--- src/rtl/llc_arb_pkg.sv ---
// ---------------------------------------------------------------------------
// llc_arb_pkg
// Shared types and constants for the LLC request arbiter.
//   - Field typedefs for the coherence and DMA request channels.
//   - Message encodings used by the arbiter (REQ_GETS, REQ_DMA_READ, ...).
//   - llc_arb_state_t: arbiter FSM states.
//   - llc_arb_req_t: merged request format (DMA field widths plus is_dma).
//   - widen_coh_req(): converts coherence fields to the merged format.
// ---------------------------------------------------------------------------
package llc_arb_pkg;

    localparam int LLC_ARB_RUN_BITS = 4;

    localparam int MIX_MSG_TYPE_WIDTH    = 3;
    localparam int HPROT_WIDTH           = 1;
    localparam int LINE_ADDR_WIDTH       = 26;
    localparam int LINE_WIDTH            = 64;
    localparam int CACHE_ID_WIDTH        = 4;
    localparam int LLC_COH_DEV_ID_WIDTH  = 6;
    localparam int WORD_OFFSET_WIDTH     = 2;
    localparam int DMA_WORD_OFFSET_WIDTH = 4;

    typedef logic [MIX_MSG_TYPE_WIDTH-1:0]    mix_msg_t;
    typedef logic [HPROT_WIDTH-1:0]           hprot_t;
    typedef logic [LINE_ADDR_WIDTH-1:0]       line_addr_t;
    typedef logic [LINE_WIDTH-1:0]            line_t;
    typedef logic [CACHE_ID_WIDTH-1:0]        cache_id_t;
    typedef logic [LLC_COH_DEV_ID_WIDTH-1:0]  llc_coh_dev_id_t;
    typedef logic [WORD_OFFSET_WIDTH-1:0]     word_offset_t;
    typedef logic [DMA_WORD_OFFSET_WIDTH-1:0] dma_word_offset_t;
    typedef logic [LLC_ARB_RUN_BITS-1:0]      run_cnt_t;

    localparam mix_msg_t REQ_GETS      = 3'b000;
    localparam mix_msg_t REQ_GETM      = 3'b001;
    localparam mix_msg_t REQ_DMA_READ  = 3'b110;
    localparam mix_msg_t REQ_DMA_WRITE = 3'b111;

    typedef enum logic {
        RR       = 1'b0,
        DMA_LOCK = 1'b1
    } llc_arb_state_t;

    typedef struct packed {
        mix_msg_t         coh_msg;
        hprot_t           hprot;
        line_addr_t       addr;
        line_t            line;
        llc_coh_dev_id_t  req_id;
        dma_word_offset_t word_offset;
        dma_word_offset_t valid_words;
        logic             is_dma;
    } llc_arb_req_t;

    // Coherence ids and offsets are narrower than their DMA counterparts;
    // zero-extension keeps their numeric value unchanged for the LLC core.
    function automatic llc_arb_req_t widen_coh_req(
        input mix_msg_t     coh_msg,
        input hprot_t       hprot,
        input line_addr_t   addr,
        input line_t        line,
        input cache_id_t    req_id,
        input word_offset_t word_offset,
        input word_offset_t valid_words
    );
        llc_arb_req_t r;
        r.coh_msg     = coh_msg;
        r.hprot       = hprot;
        r.addr        = addr;
        r.line        = line;
        r.req_id      = llc_coh_dev_id_t'(req_id);
        r.word_offset = dma_word_offset_t'(word_offset);
        r.valid_words = dma_word_offset_t'(valid_words);
        r.is_dma      = 1'b0;
        return r;
    endfunction

endpackage

--- src/rtl/llc_arb_out_reg.sv ---
// ---------------------------------------------------------------------------
// llc_arb_out_reg
// One-entry valid/ready register holding the merged request.
// Ports:
//   clk_i, rst_ni   clock, asynchronous active-low reset
//   load_i          a new request is granted this cycle (captures data_i)
//   data_i          merged request to capture
//   ready_i         downstream accepts the held request this cycle
//   valid_o         slot holds a request
//   data_o          held request (stable while valid_o && !ready_i)
// ---------------------------------------------------------------------------
module llc_arb_out_reg
    import llc_arb_pkg::*;
(
    input  logic         clk_i,
    input  logic         rst_ni,
    input  logic         load_i,
    input  llc_arb_req_t data_i,
    input  logic         ready_i,
    output logic         valid_o,
    output llc_arb_req_t data_o
);

    logic         valid_q;
    llc_arb_req_t data_q;

    // A load wins over a drain so that draining and refilling in the same
    // cycle leaves the slot full with the new request and no bubble.
    always_ff @(posedge clk_i or negedge rst_ni) begin
        if (!rst_ni) begin
            valid_q <= 1'b0;
            data_q  <= '0;
        end else if (load_i) begin
            valid_q <= 1'b1;
            data_q  <= data_i;
        end else if (ready_i) begin
            valid_q <= 1'b0;
        end
    end

    assign valid_o = valid_q;
    assign data_o  = data_q;

endmodule

--- src/rtl/llc_req_arbiter.sv ---
// ---------------------------------------------------------------------------
// llc_req_arbiter
// Merges the coherence request channel and the DMA request channel into one
// registered request stream for the LLC core. Weighted round-robin between
// the channels (DMA_WEIGHT consecutive DMA grants before the coherence
// channel regains priority) and a lock onto the DMA channel for the whole of
// a multi-line DMA write burst.
// Ports:
//   clk, rst                          clock, asynchronous active-low reset
//   llc_req_in_*                      coherence request channel (valid/ready)
//   llc_dma_req_in_*                  DMA request channel (valid/ready)
//   req_out_*                         merged request, DMA field widths
//   req_out_is_dma                    request came from the DMA channel
//   grant_cnt_req, grant_cnt_dma      saturating grant counters, only when
//                                     LLC_REQ_ARB_STATS_EN is defined
// ---------------------------------------------------------------------------
module llc_req_arbiter
    import llc_arb_pkg::*;
#(
    parameter int DMA_WEIGHT = 1
) (
    input  logic             clk,
    input  logic             rst,

    input  logic             llc_req_in_valid,
    output logic             llc_req_in_ready,
    input  mix_msg_t         llc_req_in_coh_msg,
    input  hprot_t           llc_req_in_hprot,
    input  line_addr_t       llc_req_in_addr,
    input  line_t            llc_req_in_line,
    input  cache_id_t        llc_req_in_req_id,
    input  word_offset_t     llc_req_in_word_offset,
    input  word_offset_t     llc_req_in_valid_words,

    input  logic             llc_dma_req_in_valid,
    output logic             llc_dma_req_in_ready,
    input  mix_msg_t         llc_dma_req_in_coh_msg,
    input  hprot_t           llc_dma_req_in_hprot,
    input  line_addr_t       llc_dma_req_in_addr,
    input  line_t            llc_dma_req_in_line,
    input  llc_coh_dev_id_t  llc_dma_req_in_req_id,
    input  dma_word_offset_t llc_dma_req_in_word_offset,
    input  dma_word_offset_t llc_dma_req_in_valid_words,

    output logic             req_out_valid,
    input  logic             req_out_ready,
    output mix_msg_t         req_out_coh_msg,
    output hprot_t           req_out_hprot,
    output line_addr_t       req_out_addr,
    output line_t            req_out_line,
    output llc_coh_dev_id_t  req_out_req_id,
    output dma_word_offset_t req_out_word_offset,
    output dma_word_offset_t req_out_valid_words,
    output logic             req_out_is_dma
`ifdef LLC_REQ_ARB_STATS_EN
    ,
    output logic [31:0]      grant_cnt_req,
    output logic [31:0]      grant_cnt_dma
`endif
);

    // DMA run value at which the coherence channel regains priority.
    localparam run_cnt_t WEIGHT_LAST = run_cnt_t'(DMA_WEIGHT - 1);

    llc_arb_state_t state_q, state_d;
    logic           prio_q, prio_d;
    run_cnt_t       dmaRun_q, dmaRun_d;

    logic           slotFree;
    logic           outValid;
    logic           selReqRr;
    logic           selDmaRr;
    logic           reqGrant;
    logic           dmaGrant;
    logic           dmaBurstMore;
    llc_arb_req_t   grantData;
    llc_arb_req_t   outData;

    assign slotFree = !outValid || req_out_ready;

    // Round-robin choice when both channels are valid; a lone valid channel
    // always wins regardless of prio.
    assign selReqRr = llc_req_in_valid     && (!llc_dma_req_in_valid || !prio_q);
    assign selDmaRr = llc_dma_req_in_valid && (!llc_req_in_valid     ||  prio_q);

    // Readies are gated by rst so both read 0 while reset is asserted.
    assign llc_req_in_ready     = rst && slotFree && (state_q == RR) && selReqRr;
    assign llc_dma_req_in_ready = rst && slotFree &&
                                  ((state_q == DMA_LOCK) ? llc_dma_req_in_valid : selDmaRr);

    assign reqGrant = llc_req_in_valid     && llc_req_in_ready;
    assign dmaGrant = llc_dma_req_in_valid && llc_dma_req_in_ready;

    assign dmaBurstMore = (llc_dma_req_in_coh_msg == REQ_DMA_WRITE) &&
                          (llc_dma_req_in_hprot == 1'b1);

    // Select the granted channel's fields in the merged format.
    always_comb begin
        if (dmaGrant) begin
            grantData.coh_msg     = llc_dma_req_in_coh_msg;
            grantData.hprot       = llc_dma_req_in_hprot;
            grantData.addr        = llc_dma_req_in_addr;
            grantData.line        = llc_dma_req_in_line;
            grantData.req_id      = llc_dma_req_in_req_id;
            grantData.word_offset = llc_dma_req_in_word_offset;
            grantData.valid_words = llc_dma_req_in_valid_words;
            grantData.is_dma      = 1'b1;
        end else begin
            grantData = widen_coh_req(llc_req_in_coh_msg, llc_req_in_hprot,
                                      llc_req_in_addr, llc_req_in_line,
                                      llc_req_in_req_id, llc_req_in_word_offset,
                                      llc_req_in_valid_words);
        end
    end

    // Next-state for the arbitration FSM. The line that opens a burst and
    // the lines inside it leave dma_run alone; the closing line hands
    // priority straight back to the coherence channel.
    always_comb begin
        state_d  = state_q;
        prio_d   = prio_q;
        dmaRun_d = dmaRun_q;
        case (state_q)
            RR: begin
                if (reqGrant) begin
                    prio_d   = 1'b1;
                    dmaRun_d = '0;
                end else if (dmaGrant) begin
                    if (dmaBurstMore) begin
                        state_d = DMA_LOCK;
                    end else if (dmaRun_q == WEIGHT_LAST) begin
                        prio_d   = 1'b0;
                        dmaRun_d = '0;
                    end else begin
                        dmaRun_d = dmaRun_q + run_cnt_t'(1);
                    end
                end
            end
            DMA_LOCK: begin
                if (dmaGrant && (llc_dma_req_in_hprot == 1'b0)) begin
                    state_d  = RR;
                    prio_d   = 1'b0;
                    dmaRun_d = '0;
                end
            end
            default: begin
                state_d = RR;
            end
        endcase
    end

    // Arbitration state registers.
    always_ff @(posedge clk or negedge rst) begin
        if (!rst) begin
            state_q  <= RR;
            prio_q   <= 1'b0;
            dmaRun_q <= '0;
        end else begin
            state_q  <= state_d;
            prio_q   <= prio_d;
            dmaRun_q <= dmaRun_d;
        end
    end

    llc_arb_out_reg u_out_reg (
        .clk_i   (clk),
        .rst_ni  (rst),
        .load_i  (reqGrant || dmaGrant),
        .data_i  (grantData),
        .ready_i (req_out_ready),
        .valid_o (outValid),
        .data_o  (outData)
    );

    assign req_out_valid       = outValid;
    assign req_out_coh_msg     = outData.coh_msg;
    assign req_out_hprot       = outData.hprot;
    assign req_out_addr        = outData.addr;
    assign req_out_line        = outData.line;
    assign req_out_req_id      = outData.req_id;
    assign req_out_word_offset = outData.word_offset;
    assign req_out_valid_words = outData.valid_words;
    assign req_out_is_dma      = outData.is_dma;

`ifdef LLC_REQ_ARB_STATS_EN
    logic [31:0] grantCntReq_q;
    logic [31:0] grantCntDma_q;

    // Per-channel grant counters that stick at all-ones instead of wrapping.
    always_ff @(posedge clk or negedge rst) begin
        if (!rst) begin
            grantCntReq_q <= '0;
            grantCntDma_q <= '0;
        end else begin
            if (reqGrant && (grantCntReq_q != 32'hFFFF_FFFF)) begin
                grantCntReq_q <= grantCntReq_q + 32'd1;
            end
            if (dmaGrant && (grantCntDma_q != 32'hFFFF_FFFF)) begin
                grantCntDma_q <= grantCntDma_q + 32'd1;
            end
        end
    end

    assign grant_cnt_req = grantCntReq_q;
    assign grant_cnt_dma = grantCntDma_q;
`endif

endmodule

--- config.mk ---
export PLATFORM = sky130hd
export DESIGN_NAME = llc_req_arbiter
export DESIGN_NICKNAME = d
export VERILOG_FILES = /design/src/rtl/llc_arb_pkg.sv /design/src/rtl/llc_arb_out_reg.sv /design/src/rtl/llc_req_arbiter.sv
export SDC_FILE = /design/constraint.sdc
export NUM_CORES = 1
export LEC_CHECK = 0
export BUFFER_PORTS_ARGS = -buffer_cell sky130_fd_sc_hd__buf_2
export CORE_AREA = 2 2 128 130
export DETAILED_ROUTE_END_ITERATION = 16
export DIE_AREA = 0 0 130 132
export GPL_TIMING_DRIVEN = 0
export PLACE_DENSITY = 0.76
export SYNTH_ARGS = -nofsm -noshare
export SYNTH_HDL_FRONTEND = slang
export SYNTH_SLANG_ARGS = --single-unit
--- constraint.sdc ---
create_clock -name clk -period 1.8 [get_ports clk]
set_input_delay 0.18 -clock clk [delete_from_list [all_inputs] [get_ports clk]]
set_output_delay 0.18 -clock clk [all_outputs]
set_load 0.02 [all_outputs]
==> reports/metrics.yaml <==
run_status:
  outcome: "finished with violations"
  violations: "hold timing"
setup_path:
  critPathKind: "flop to flop"
  r2r_start: "state_q"
  r2r_end: "u_out_reg.data_o[20]"
  startpoint_type: "flop"
  reg2reg_slack_ns: 0.04
  required_ns: 2.08
  setup.worst_path.end_class: "flop"
  cp_data_arrival_time_ns: 2.04
  crit_fanout: 10
  worstRegToRegCells: 6
yosys:
  syn_avg_cell_area_um2: 13.90
  seq_area_frac_synth: 0.4984
  synth_edf_count: 0
  synthArstFlopShare: 1.000
  synth_cell_types: 38
  syn_area_um2: 5824
  ys_warn_count: 0
  syn_nets: 636
  synth-seq-cells: 116
  syn_inst: 419
  synthFlopType: "dfrtp_1"
timing:
  period_share: 0.9788
  hold_viol: 86
  setup_viol: 0
  worstMarginPinSlew_ns: 0.6686
  relSlewSlack: 0.5543
  whs_ns: -0.3441
  fin_skew_ns: 0.004057
  rsz0062_at_grt: "no"
  period_minus_slack_ns: 1.762
  drv_slew: 0
  fmaxAchievable_ghz: 0.5676
clocking:
  cts_tree: "yes"
  cts_buffer_depth: 2
  cts_buffers: 17
  cts.reportedPaths.clkPinSlew_ns: 0.05
  cts_max_level: 4
  clk_latency_ns: 0.40
  cts-hold-fix-buffers: 2
  clock_sinks: 116
  cts_root_buf: "clkbuf_16"
power_and_ir_drop:
  irDropWorstVdd_uv: 578.5
  p_total_mw: 12.09
  powerDensity_nw_per_um2: 1428
  leakage_nw: 3.843
floorplan:
  start_util: 0.3707
  std_cell_rows: 46
  die_area_um2: 17160
  core-area_um2: 15710
  die_h_um: 132
  pin_count: 327
  die_w_um: 130
route:
  wirelength_mm: 17.32
  dr.pass1.iters: 4
  routedWlPerCell_um: 17.32
  via_per_inst: 5.069
  first_iter_violations: 154
  postRouteAntennaNets: 0
  vias: 5069
  drc: 0
run:
  maxCapViolCount: 0
final_layout:
  antenna_cells: 0
  syn_to_final_growth_pct: 45.31
  mostFrequentLayoutCell: "buf_2"
  regArea_um2: 2903
  num-fill-cells: 1397
  final_cells: 1000
  drive_gt1_frac: 0.6658
  multiInputGateArea_um2: 2562
  final_cell_mix: "buf_2, dfrtp_1, a2bb2oi_2"
  nets: 989
min_path:
  hold_path_class: "primary input to asynchronous set/reset pin"
grt:
  antenna_found_initial: 0
  grt_max_degree: 62
  grt_first_pass_wirelength_mm: 26.11
  grt.total_usage: 0.1961
  overflow: 0
  grt_pass1_vias: 5146
placed_design:
  port_buffers: 326
  dpl.cell_count: 962
  routabilityCongestion: 0.8234
  place_hpwl_mm: 12.98
## report_power, final
part           internal, mW  switching [mW]
Combinational          2.26            2.63
Sequential             3.42           0.573
Clock                  2.06            1.15
## cells by family after synthesis
logic type      count (synthesis)  synth area share
simple gates                   16           0.01418
compound gates                231            0.4172
buf+inv                        53           0.06423
fa+ha+maj                       2          0.004296
mux                             1          0.001719
flops                         116            0.4984
## worst max-delay path: stages (launching register included)
cell and delay (ns):
dfrtp_1 0.40, buf_6 0.15, a211o_2 0.37, buf_6 0.20, buf_6 0.15, o22ai_1 0.27
a2bb2oi_2 0.09
## synthesized netlist by cell type (2+ instances only)
cell type | number | area, um2
nand2_1 | 6 | 22.52
dfrtp_1 | 116 | 2903
inv_1 | 7 | 26.28
buf_6 | 17 | 191.4
o21ai_0 | 2 | 10.01
clkbuf_4 | 3 | 22.52
a22o_1 | 6 | 52.55
o22ai_1 | 72 | 450.4
a2bb2oi_2 | 80 | 1201
buf_4 | 2 | 15.01
o211ai_1 | 2 | 15.01
nor2_1 | 2 | 7.510
ha_1 | 2 | 25.02
a2bb2oi_1 | 22 | 192.7
o21ai_1 | 2 | 10.01
a31oi_1 | 3 | 18.77
o22ai_2 | 30 | 375.4
buf_2 | 14 | 70.07
a21oi_1 | 4 | 20.02
clkbuf_1 | 9 | 33.78
## state kept, by name (all words and copies together), names as in the netlist
register	count
dmaRun_q	4
state_q	1
u_out_reg.valid_o	1
u_out_reg.data_o	109
prio_q	1
## worst max-delay path by stage
stage | from | to | slack (ns) | cells past startpoint
after CTS | state_q | llc_dma_req_in_ready | 0.007 | 5
after global routing | state_q | u_out_reg.data_o[90] | 0.006 | 6
after global placement | rst | llc_dma_req_in_ready | -1.99 | 4
after detailed placement | rst | u_out_reg.data_o[94] | -0.59 | 7
after floorplan | u_out_reg.valid_o | u_out_reg.data_o[100] | 0.22 | 6
final | state_q | u_out_reg.data_o[20] | 0.04 | 6
## metrics by stage
step	hold slack, ns	utilization	instance area (um2)	TNS [ns]	setup slack, ns
after floorplan	-0.1156	-	5824	0	0.2179
after global placement	0.4094	0.4917	7726	-301.21	-1.990
after detailed placement	0.1851	0.4939	7760	-38.68	-0.5911
after CTS	-0.3530	0.5360	8422	0	0.007325
after global routing	-0.3391	0.5386	8463	0	0.005644
final	-0.3441	0.5386	8463	0	0.03814
## area by class of cell
class / instances / area share
Sequential cell: 116 / 0.3430
Multi-Input combinational cell: 250 / 0.3028
Timing Repair Buffer: 335 / 0.2090
Clock buffer: 22 / 0.05840
Buffer: 45 / 0.04258
Tap cell: 216 / 0.03193
Clock inverter: 9 / 0.009166
Inverter: 7 / 0.003105
## per-layer routing
metal | track usage | wire [um] | vias up
met5 | 0 | 0 | -
met4 | 0.05436 | 209 | 0
met3 | 0.05357 | 1127 | 15
met2 | 0.3537 | 8926 | 208
met1 | 0.2256 | 7056 | 2433
li1 | - | - | 2413
## what timing repair did
item | in CTS | in global routing
buffers inserted | 4 | 1
resized for setup | 10 | 9
gates cloned | 0 | 1
pin swaps | 2 | 2
endpoints found under the setup margin | 24 | 48
hold endpoints to repair | 59 | 57
No activity file was read; power rests on OpenSTA's default activity.
